File: config.mk
export PLATFORM = sky130hd
export DESIGN_NAME = axis_multibit_adder
export DESIGN_NICKNAME = d
export VERILOG_FILES = /design/src/rtl/axis_multibit_adder.sv
export SDC_FILE = /design/constraint.sdc
export NUM_CORES = 1
export LEC_CHECK = 0
export BUFFER_PORTS_ARGS = -buffer_cell sky130_fd_sc_hd__buf_2
export CAP_MARGIN = 25
export CORE_AREA = 8 8 90 92
export DETAILED_ROUTE_END_ITERATION = 7
export DIE_AREA = 0 0 98 100
export GPL_TIMING_DRIVEN = 0
export HOLD_SLACK_MARGIN = 0.05
export PLACE_DENSITY_LB_ADDON = 0.12
export SETUP_SLACK_MARGIN = 0.2
export SYNTH_ARGS = -nofsm -noshare
export SYNTH_HDL_FRONTEND = slang
export SYNTH_SLANG_ARGS = --single-unit
File: constraint.sdc
create_clock -name clk -period 2.2 [get_ports clk]
set_input_delay 0 -clock clk [delete_from_list [all_inputs] [get_ports clk]]
set_output_delay 0 -clock clk [all_outputs]
set_load 0.01 [all_outputs]
File: src/rtl/axis_multibit_adder.sv
// axis_multibit_adder
//   Joins two WIDTH-bit AXI-Stream operand streams and produces, per accepted
//   operand pair, a WIDTH-bit sum (or difference) and a 1-bit carry (or
//   borrow). Each result goes into its own OUT_DEPTH-entry FIFO and drains
//   through an independent output stream.
//
// Ports
//   clk, reset                 clock, synchronous active-high reset
//   s_a_tvalid/tdata/tready    operand A stream
//   s_b_tvalid/tdata/tready    operand B stream
//   m_sum_tvalid/tdata/tready  sum (difference) result stream
//   m_carry_tvalid/tdata/tready carry (borrow) result stream
//   op_count                   accepted operand pairs, wraps modulo 2^16
//
// Handshake: a beat transfers on a rising edge where tvalid and tready are
// both high. tvalid never depends on tready; tdata is held stable while
// tvalid is high and tready is low. The two operand readies are one signal:
// a pair moves only when both operands are valid and both FIFOs have room.

// Result FIFO: circular buffer with an explicit occupancy count so that a
// full buffer can be told apart from an empty one without a spare entry.
module axis_multibit_adder_fifo #(
    parameter int DW    = 8,
    parameter int DEPTH = 4
) (
    input  logic          clk,
    input  logic          reset,
    input  logic          push,
    input  logic [DW-1:0] din,
    input  logic          tready,
    output logic          full,
    output logic          tvalid,
    output logic [DW-1:0] tdata
);
    localparam int PW = $clog2(DEPTH);
    localparam int CW = $clog2(DEPTH + 1);
    localparam logic [CW-1:0] FULL_COUNT = CW'(DEPTH);

    logic [DW-1:0] mem [DEPTH];
    logic [PW-1:0] wr_ptr;
    logic [PW-1:0] rd_ptr;
    logic [CW-1:0] count;
    logic          pop;

    assign tvalid = (count != '0);
    assign full   = (count == FULL_COUNT);
    assign pop    = tvalid & tready;
    assign tdata  = mem[rd_ptr];

    // DEPTH is a power of two, so the pointers wrap by natural overflow.
    always_ff @(posedge clk) begin
        if (reset) begin
            wr_ptr <= '0;
            rd_ptr <= '0;
            count  <= '0;
            // Storage is cleared so the head reads as zero after reset.
            for (int i = 0; i < DEPTH; i++) begin
                mem[i] <= '0;
            end
        end else begin
            if (push) begin
                mem[wr_ptr] <= din;
                wr_ptr      <= wr_ptr + PW'(1);
            end
            if (pop) begin
                rd_ptr <= rd_ptr + PW'(1);
            end
            case ({push, pop})
                2'b10:   count <= count + CW'(1);
                2'b01:   count <= count - CW'(1);
                default: count <= count;
            endcase
        end
    end
endmodule

module axis_multibit_adder #(
    parameter int WIDTH     = 8,
    parameter int OUT_DEPTH = 4,
    parameter int SUB       = 0
) (
    input  logic             clk,
    input  logic             reset,
    input  logic             s_a_tvalid,
    input  logic [WIDTH-1:0] s_a_tdata,
    output logic             s_a_tready,
    input  logic             s_b_tvalid,
    input  logic [WIDTH-1:0] s_b_tdata,
    output logic             s_b_tready,
    output logic             m_sum_tvalid,
    output logic [WIDTH-1:0] m_sum_tdata,
    input  logic             m_sum_tready,
    output logic             m_carry_tvalid,
    output logic [0:0]       m_carry_tdata,
    input  logic             m_carry_tready,
    output logic [15:0]      op_count
);
    logic             sum_full;
    logic             carry_full;
    logic             push;
    logic [WIDTH:0]   result;

    // Fullness is judged on registered occupancy only; a pop in the same
    // cycle does not free a slot until the following edge.
    assign push       = s_a_tvalid & s_b_tvalid & ~sum_full & ~carry_full & ~reset;
    assign s_a_tready = push;
    assign s_b_tready = push;

    // One extra bit holds carry-out for add; for subtract the same bit is
    // the sign of the (WIDTH+1)-bit difference, i.e. the borrow (a < b).
    always_comb begin
        result = '0;
        if (SUB != 0) begin
            result = {1'b0, s_a_tdata} - {1'b0, s_b_tdata};
        end else begin
            result = {1'b0, s_a_tdata} + {1'b0, s_b_tdata};
        end
    end

    always_ff @(posedge clk) begin
        if (reset) begin
            op_count <= '0;
        end else if (push) begin
            op_count <= op_count + 16'd1;
        end
    end

    axis_multibit_adder_fifo #(
        .DW    (WIDTH),
        .DEPTH (OUT_DEPTH)
    ) u_sum_fifo (
        .clk    (clk),
        .reset  (reset),
        .push   (push),
        .din    (result[WIDTH-1:0]),
        .tready (m_sum_tready),
        .full   (sum_full),
        .tvalid (m_sum_tvalid),
        .tdata  (m_sum_tdata)
    );

    axis_multibit_adder_fifo #(
        .DW    (1),
        .DEPTH (OUT_DEPTH)
    ) u_carry_fifo (
        .clk    (clk),
        .reset  (reset),
        .push   (push),
        .din    (result[WIDTH:WIDTH]),
        .tready (m_carry_tready),
        .full   (carry_full),
        .tvalid (m_carry_tvalid),
        .tdata  (m_carry_tdata)
    );
endmodule

### Yosys cells after proc, flatten, opt, wreduce, memory -nomap -nowiden

Memory sizes are Yosys's and may differ from the RTL's. A register that Yosys moved wholly into a read port is not among the register bits.
Index checks and enable logic that the tools add are counted.

* add/subtract/negate cells: 10
* multiply operators: 0
* div/mod/pow operators: 0
* $lt $le $gt $ge: 0
* equality and inequality tests: 6
* shift-type cells: 0
* muxes and demuxes: 17
* bitwise gates (word level): 9
* reduce and logical (&&, ||, !) cells: 6

Operator list (count)
* $add 16x1->16 const B: 1
* $mux 2: 6
* $pmux 3 s2: 2
* $add 8x8->9: 1
* $add 2x1->2 const B: 4
* $mux 1: 8
* $mux 8: 1
* $reduce_or 8->1: 1
* $add 3x1->3 const B: 2
* $and 1x1->1: 6
* $eq 3x3->1 const B: 2
* $reduce_bool 3->1: 2
* $sub 3x1->3 const B: 2
* $eq 2x1->1 const B: 2
* $eq 2x2->1 const B: 2
* $reduce_bool 2->1: 2
* $not 1->1: 3
* $reduce_or 1->1: 1

* register bits: 30
* bits in latches: 0
* memory bits (writable): 36
* ROM bits: 0
* input port bits: 22
* word-level logic and storage cells: 57
* memories kept: 2

Memories
* u_sum_fifo.mem: words 4, bits a word 8, rd ports 1, clocked after memory_dff 1, wr ports 4, line 39 `logic [DW-1:0] mem [DEPTH];`
* u_carry_fifo.mem: words 4, bits a word 1, rd ports 1, clocked after memory_dff 1, wr ports 4, line 39

### Depth between registers and ports, before layout

Gate-level depths: netlist of the first run.

* depth after elaboration: 10
* mapped depth: 10
* gate-level depth less buffers: 9

### Hierarchy

From an unflattened synthesis of the first run, not the netlist that was laid out.

* cell total of the unflattened synthesis: 314
* area, all modules: 3449.6 um^2

By module, submodules not included
* axis_multibit_adder_fifo at u_sum_fifo: instances 1, cells an instance 133, area an instance 1779.2 um^2, sequential area each 1141.1 um^2
* axis_multibit_adder: instances 1, cells an instance 124, area an instance 1071.0 um^2, sequential area each 320.3 um^2
* axis_multibit_adder_fifo at u_carry_fifo: instances 1, cells an instance 57, area an instance 599.3 um^2, sequential area each 300.3 um^2

### Least setup slack after synthesis of the first run

Ideal clock, no wire load.

* path type: reg2reg
* start point: register u_sum_fifo.count[0]
* end point: register u_carry_fifo.count[2]
* arrival time: 2.109 ns
* slack: 0.020 ns
* stages on the path, launching flop included: 11
* buffers on the path: 1
* clock period less this slack: 2.180 ns
* cells stage by stage: dfxtp_1 -> nor3b_1 -> nor3_1 -> nand2_1 -> buf_2 -> ha_1 -> inv_1 -> fa_1 -> xor2_1 -> or3_1 -> a21oi_1

* cells in the longest elaborated chain, start to end: 7

RTL lines
* start: declaration: line 42 `logic [CW-1:0] count;`
* start signal: assignment: line 69 `2'b10: count <= count + CW'(1);`
* start signal: assignment: line 70 `2'b01: count <= count - CW'(1);`
* start signal: assignment: line 71 `default: count <= count;`
* $eq 3x3->1 (*): line 46 `assign full = (count == FULL_COUNT);`
* $not 1->1 (*): line 105 `assign push = s_a_tvalid & s_b_tvalid & ~sum_full & ~carry_full & ~reset;`
* $and 1x1->1 (*) (3 in a row): line 105
* $eq 2x1->1 or $eq 2x2->1 (tied branches): line 68 `case ({push, pop})`
* $pmux 3 s2 or $reduce_bool 2->1 (tied branches)
* end signal: assignment: line 69
* end signal: assignment: line 70
* end signal: assignment: line 71
* end: declaration: line 42

Mark *: on every way between the ends. The rest lies on a longest branch, timed or not.
A chain may end at the register's enable or synchronous reset.

### Worst setup path after layout of the first run

* start point: register u_sum_fifo.count[1]
* end point: register u_carry_fifo.count[2]

Same word-level chain as after synthesis.

==> flow_summary_export.csv, run 1 <==
group,metric,value,unit
run,maxCapViolCount,0,
global_route,grt_overflow,0,
sta,worst_slack,0.0768,ns
min_path,min_from,"m_sum_tready",
cts,clock_path_buffers,2,
placed_design,place_ws,-0.230,ns
synth,yosysWarnings,0,
sta,period_minus_slack,2.12,ns
synth,syn-num-nets,341,
placed_design,port_buffers,49,
sta,slew_viol_final,0,
critical_path,crit_arrival,2.41,ns
synth,synth.distinct_cells,33,
critical_path,r2r-start,"u_sum_fifo.count[1]",
power_and_ir_drop,ir_drop,423,uV
critical_path,crit_family,"simple AND/OR/NAND/NOR gates",
critical_path,crit_chain,"nor3b_4 > nor3_2 > nand2_1 > buf_6 > ha_4 > inv_2 > fa_2 > xor2_1 > or3_1 > a21oi_1",
routing,drt-total-wl,7090,um
finish,n_fill_cell,566,
global_route,grt_max_degree,13,
sta,rsz0062_at_grt,"yes",
synth,syn_area,0.00327,sq mm
global_route,antenna_found_initial,0,
cts,clk_latency,0.35,ns
routing,drc,0,
sta,max_slew_margin,31.8,%
cts,cts_inserted_buffers,9,
finish,diodes,0,
routing,ant_nets,0,
status,status,"complete, no violations",
cts,cts_tree,"done",
cts,cts_max_level,3,
placed_design,hpwl,5020,um
routing,drt_iter0_drc,103,
sta,tightest_slew,1.01,ns
global_route,grt_pass1_wl,11500,um
synth,synth_cells,305,
finish,layout-drive-gt1-share,28.2,%
routing,num_vias,2411,
critical_path,slowest_stage,"dfxtp_4",
sta,hold_viol,0,
min_path,min_path_cells,4,
sta,layout_worst_path_cycle_share,96.5,%
min_path,min_path_type,"in -> reg",
critical_path,required,2.48,ns
die,num_io_pins,51,
critical_path,cp_max_fo,5,
die,rows,30,
finish,area_delta_synth_final,23.1,%
finish,multi_input_comb_area,0.00148,sq mm
power_and_ir_drop,p_per_area,903,mW/mm^2
finish,layout_commonest_cell,"nor2_1",
placed_design,gp_congestion,0.829,
critical_path,cpPeakStageDelay,0.37,ns
critical_path,r2r_slack,0.08,ns
die,coreArea,0.00664,sq mm
routing,firstDrtPassIters,4,
critical_path,crit_type,"reg -> reg",
critical_path,critPathLaunchType,"flip-flop",
sta,worst_clock_skew,0.00987,ns
cts,clkTransAtPathRegs,0.08,ns
placed_design,post-place-cells,435,
sta,fmax,471,MHz
critical_path,rr_endpoint,"u_carry_fifo.count[2]",
synth,ys_ff_latch,70,
critical_path,cp-end-kind,"flip-flop",
finish,regArea,0.00177,sq mm
finish,layout_common_cells,"nor2_1 (62), buf_2 (51), edfxtp_1 (36)",
routing,wl_per_cell,15.4,um
die,die_area,0.00980,sq mm
die,die_x,98,um
cts,cts.sinks,70,
finish,layout.nets,410,
die,die_y,100,um
global_route,grt.total_usage,15.0,%
power_and_ir_drop,leakage,1.64,nW
finish,fin_cells,459,
die,start_util,49.2,%
sta,finalSetupViolCount,0,
critical_path,worstRegToRegCells,10,
critical_path,path_buf_inv,2,
global_route,grt_pass1_vias,2514,
synth,synth-seq-area-share,53.9,%
cts,cts_root_buffer,"clkbuf_8",
routing,via_per_inst,5.25,
synth,syn_avg_cell_area,10.7,sq um
==> metrics by stage <==
| stage | cell area [sq um] | utilization [%] | TNS, ns | hold slack (ns) | total power [mW] |
|---|---|---|---|---|---|
| floorplan | 3290 | - | 0 | 0.274 | 2.10 |
| finish | 4020 | 60.5 | 0 | 0.0770 | 3.63 |
| global placement | 3630 | 54.7 | -6.46 | 0.346 | 2.29 |
| detailed placement | 3640 | 54.8 | -3.51 | 0.362 | 2.31 |
| global route | 4020 | 60.5 | -0.0956 | 0.104 | 3.81 |
| CTS | 4000 | 60.3 | 0 | 0.108 | 3.63 |
==> tightest hold or removal path, stage by stage <==
cell and delay [ns]:
buf_2 0.08, and2_4 0.16, xnor2_1 0.09, nor2_1 0.08
==> worst max-delay path by stage <==
| stage | from | end | slack [ns] | cells after the start |
|---|---|---|---|---|
| after detailed placement | u_sum_fifo.count[2] | u_sum_fifo.mem[1][3] | -0.23 | 7 |
| after global placement | u_sum_fifo.count[0] | u_sum_fifo.mem[3][4] | -0.41 | 5 |
| after CTS | u_sum_fifo.count[0] | u_sum_fifo.count[2] | 0.08 | 10 |
| after floorplan | u_sum_fifo.count[1] | u_carry_fifo.count[2] | 0.17 | 10 |
| final | u_sum_fifo.count[1] | u_carry_fifo.count[2] | 0.08 | 10 |
| after global routing | u_sum_fifo.count[1] | u_sum_fifo.count[2] | -0.03 | 10 |
==> flip-flops by register name, summed over array words and instances, names as in the netlist, named ones only <==
register / count
u_sum_fifo.mem: 32
op_count: 16
u_carry_fifo.mem: 4
u_carry_fifo.count: 3
u_sum_fifo.count: 3
u_carry_fifo.rd_ptr: 2
u_carry_fifo.wr_ptr: 2
u_sum_fifo.rd_ptr: 2
u_sum_fifo.wr_ptr: 2
==> power by group <==
group	internal (mW)	total, mW	leakage (nW)	switching, mW
sequential	1.49	1.56	0.650	0.0736
clock	0.751	1.25	0.114	0.494
combinational	0.393	0.820	0.876	0.427
total	2.64	3.63	1.64	0.995
==> synth_stat cells, drive strengths merged <==
library cell	n	share of area [%]
nor2	63	7.2
edfxtp	36	33
dfxtp	34	21
nand2	20	2.3
xor2	19	5.1
inv	15	1.7
a21oi	13	2.0
ha	11	4.2
o21ai	11	1.7
xnor2	10	2.7
mux4	9	6.2
nand3	9	1.4
or3	9	1.8
clkbuf	7	0.80
nor3	7	1.1
nand4	6	1.1
buf	5	0.80
a21o	4	0.92
fa	3	1.8
a31o	2	0.54
and2	2	0.38
nor3b	2	0.46
a211oi	1	0.23
and3	1	0.19
and4	1	0.27
mux2i	1	0.31
nor4	1	0.19
o211ai	1	0.23
o21bai	1	0.23
or4	1	0.23
==> cells by family (layout without fill, tap and decap cells) <==
kind of cell | after synthesis | in the layout | synth area share [%]
and+or+nand+nor | 122 | 122 | 16.6
AOI/OAI and AO/OA | 33 | 33 | 5.82
adders and majority gates | 14 | 14 | 6.05
muxes | 10 | 10 | 6.51
xor gates and xnor gates | 29 | 29 | 7.77
DFF | 70 | 70 | 53.9
buffers and inverters | 27 | 101 | 3.33
==> cell type report <==
class	instances	share of cell area, %
repair buffers	58	7.84
multi-input cells	208	36.9
inverters	15	1.40
clock inverters	6	2.74
flip-flops and latches	70	44.0
clock buffers	10	3.17
well taps	80	2.49
plain buffers	12	1.49
==> metal layers <==
layer	vias to the layer above	track usage, %	routed length (um)	part of all wire, %
li1	1194	-	-	-
met3	11	4.08	308	4.3
met2	55	25.7	3500	49
met1	1151	16.7	3150	44
met5	-	0	0	0
met4	0	8.03	125	1.8
==> repair_timing <==
action	4_1_cts	5_1_grt
setup buffers	7	0
hold buffers	1	0
pin swaps	4	3
endpoints found under the setup margin	40	38
resized for setup	17	8
endpoints found under the hold margin	1	0
No activity file was read; power rests on OpenSTA's default activity.
==> run 2: changes to the inputs <==
Settings changed: CELL_PAD_IN_SITES_DETAIL_PLACEMENT set to 2, CELL_PAD_IN_SITES_GLOBAL_PLACEMENT set to 2, CORE_AREA 8 8 90 92 to 8 8 109 111, DIE_AREA 0 0 98 100 to 0 0 117 119.
==> flow_summary_export.csv, run 2 (synthesized netlist as in run 1, its figures left out) <==
group,metric,value,unit
finish,n_fill_cell,1127,
sta,finalSetupViolCount,0,
finish,layout_common_cells,"nor2_1 (54), buf_2 (51), edfxtp_1 (36)",
finish,top_register,"u_sum_fifo.mem",
sta,tightest_slew,0.617,ns
critical_path,required,2.47,ns
placed_design,gp_congestion,0.724,
cts,cts_tree,"done",
power_and_ir_drop,leakage,1.64,nW
cts,cts_max_level,3,
global_route,grt_max_degree,12,
power_and_ir_drop,p_per_area,807,mW/mm^2
global_route,grt_overflow,0,
routing,firstDrtPassIters,4,
cts,clk_latency,0.34,ns
routing,ant_nets,0,
run,maxCapViolCount,0,
min_path,min_path_type,"in -> reg",
min_path,min_path_cells,4,
critical_path,critPathLaunchType,"flip-flop",
critical_path,crit_arrival,2.43,ns
routing,wl_per_cell,16.8,um
cts,cts_inserted_buffers,9,
critical_path,crit_type,"reg -> reg",
sta,worst_clock_skew,0.00484,ns
cts,cts_root_buffer,"clkbuf_8",
global_route,grt.total_usage,13.3,%
sta,period_minus_slack,2.16,ns
die,die_y,119,um
critical_path,worstRegToRegCells,10,
finish,reg_top3,"u_sum_fifo.mem x32, op_count x16, u_carry_fifo.mem x4",
critical_path,cpPeakStageDelay,0.36,ns
sta,hold_viol,0,
cts,cts.sinks,70,
critical_path,cp_max_fo,4,
die,num_io_pins,51,
critical_path,r2r-start,"u_sum_fifo.count[0]",
finish,layout_commonest_cell,"nor2_1",
die,start_util,32.4,%
cts,clkTransAtPathRegs,0.07,ns
global_route,grt_pass1_wl,14400,um
routing,drc,0,
sta,slew_viol_final,0,
critical_path,crit_chain,"nor3b_4 > nor3_2 > nand2_1 > buf_6 > ha_4 > inv_2 > fa_2 > xor2_1 > or3_1 > a21oi_1",
critical_path,slowest_stage,"dfxtp_4",
power_and_ir_drop,total_power,3.36,mW
finish,layout.nets,415,
finish,diodes,0,
min_path,min_from,"m_carry_tready",
sta,layout_worst_path_cycle_share,98.2,%
finish,area_delta_synth_final,27.6,%
die,die_area,0.0139,sq mm
routing,drt_iter0_drc,64,
power_and_ir_drop,ir_drop,298,uV
placed_design,port_buffers,49,
finish,final_util,41.3,%
finish,largest_register_ffs,32,
die,die_x,117,um
global_route,grt_pass1_vias,2844,
sta,rsz0062_at_grt,"yes",
min_path,whs_endpoint,"u_carry_fifo.rd_ptr[0]",
routing,num_vias,2516,
sta,max_slew_margin,58.5,%
placed_design,hpwl,6260,um
routing,via_per_inst,4.85,
finish,layout-drive-gt1-share,33.9,%
status,status,"complete, no violations",
sta,fmax,463,MHz
critical_path,r2r_slack,0.04,ns
die,rows,37,
critical_path,cp-end-kind,"flip-flop",
routing,drt-total-wl,8740,um
critical_path,rr_endpoint,"u_carry_fifo.count[2]",
die,coreArea,0.0101,sq mm
global_route,antenna_found_initial,0,
cts,clock_path_buffers,2,
-- run 2: where the power goes --
| part | internal, mW | leakage, nW | switching [mW] |
|---|---|---|---|
| logic | 0.433 | 0.909 | 0.483 |
| registers | 1.49 | 0.650 | 0.0786 |
| clock network | 0.395 | 0.0817 | 0.484 |
| total | 2.32 | 1.64 | 1.05 |
-- run 2: worst max path at each step --
stage,from,endpoint,slack [ns]
after global routing,u_sum_fifo.count[0],u_carry_fifo.count[2],-0.10
after detailed placement,u_sum_fifo.count[2],u_sum_fifo.mem[1][3],-0.36
after CTS,u_sum_fifo.count[0],u_carry_fifo.count[2],0.03
after floorplan,u_sum_fifo.count[1],u_carry_fifo.count[2],0.17
final,u_sum_fifo.count[0],u_carry_fifo.count[2],0.04
after global placement,u_sum_fifo.count[0],u_sum_fifo.mem[3][3],-0.50
-- run 2: timing repair --
item                                    CTS  global route
gates resized for setup                  28            30
pin swaps                                 8             0
setup buffers                            10             2
hold endpoints to repair                  1             0
endpoints found under the setup margin   58            56
hold buffers                              1             0
-- run 2: critical path: cells and delay by family (launching register included) --
family / cells / cell delay, ns
buffers and inverters: 2 / 0.19
DFF: 1 / 0.36
and+or+nand+nor: 4 / 0.79
AOI/OAI and AO/OA: 1 / 0.12
xor gates and xnor gates: 1 / 0.15
adders and majority gates: 2 / 0.47
-- run 2: layout make-up --
class	count	area (sq um)	share of cell area [%]
sequential	70	1770	42.4
multi-input combinational	208	1580	37.9
timing repair buffer	63	364	8.73
tap	136	170	4.08
clock buffer	10	128	3.06
buffer	12	72.6	1.74
inverter	15	60.1	1.44
clock inverter	5	27.5	0.660
-- run 2: per-stage QoR --
| step | TNS, ns | worst slack (ns) | hold WS [ns] | instances | instance area (sq um) |
|---|---|---|---|---|---|
| 6_report | 0 | 0.0400 | 0.169 | 519 | 4170 |
| 5_1_grt | -0.164 | -0.104 | 0.196 | 519 | 4170 |
| 4_1_cts | 0 | 0.0326 | 0.142 | 517 | 4050 |
| 3_5_place_dp | -6.06 | -0.357 | 0.376 | 491 | 3710 |
| 3_3_place_gp | -9.06 | -0.500 | 0.357 | 490 | 3700 |
| 2_1_floorplan | 0 | 0.168 | 0.274 | 305 | 3290 |
-- run 2: per-layer routing --
layer	GRT usage (%)	part of all wire, %	vias up
met2	23.3	52	37
li1	-	-	1202
met1	15.3	43	1268
met5	0	0	-
met4	4.56	1.3	0
met3	3.28	3.5	9
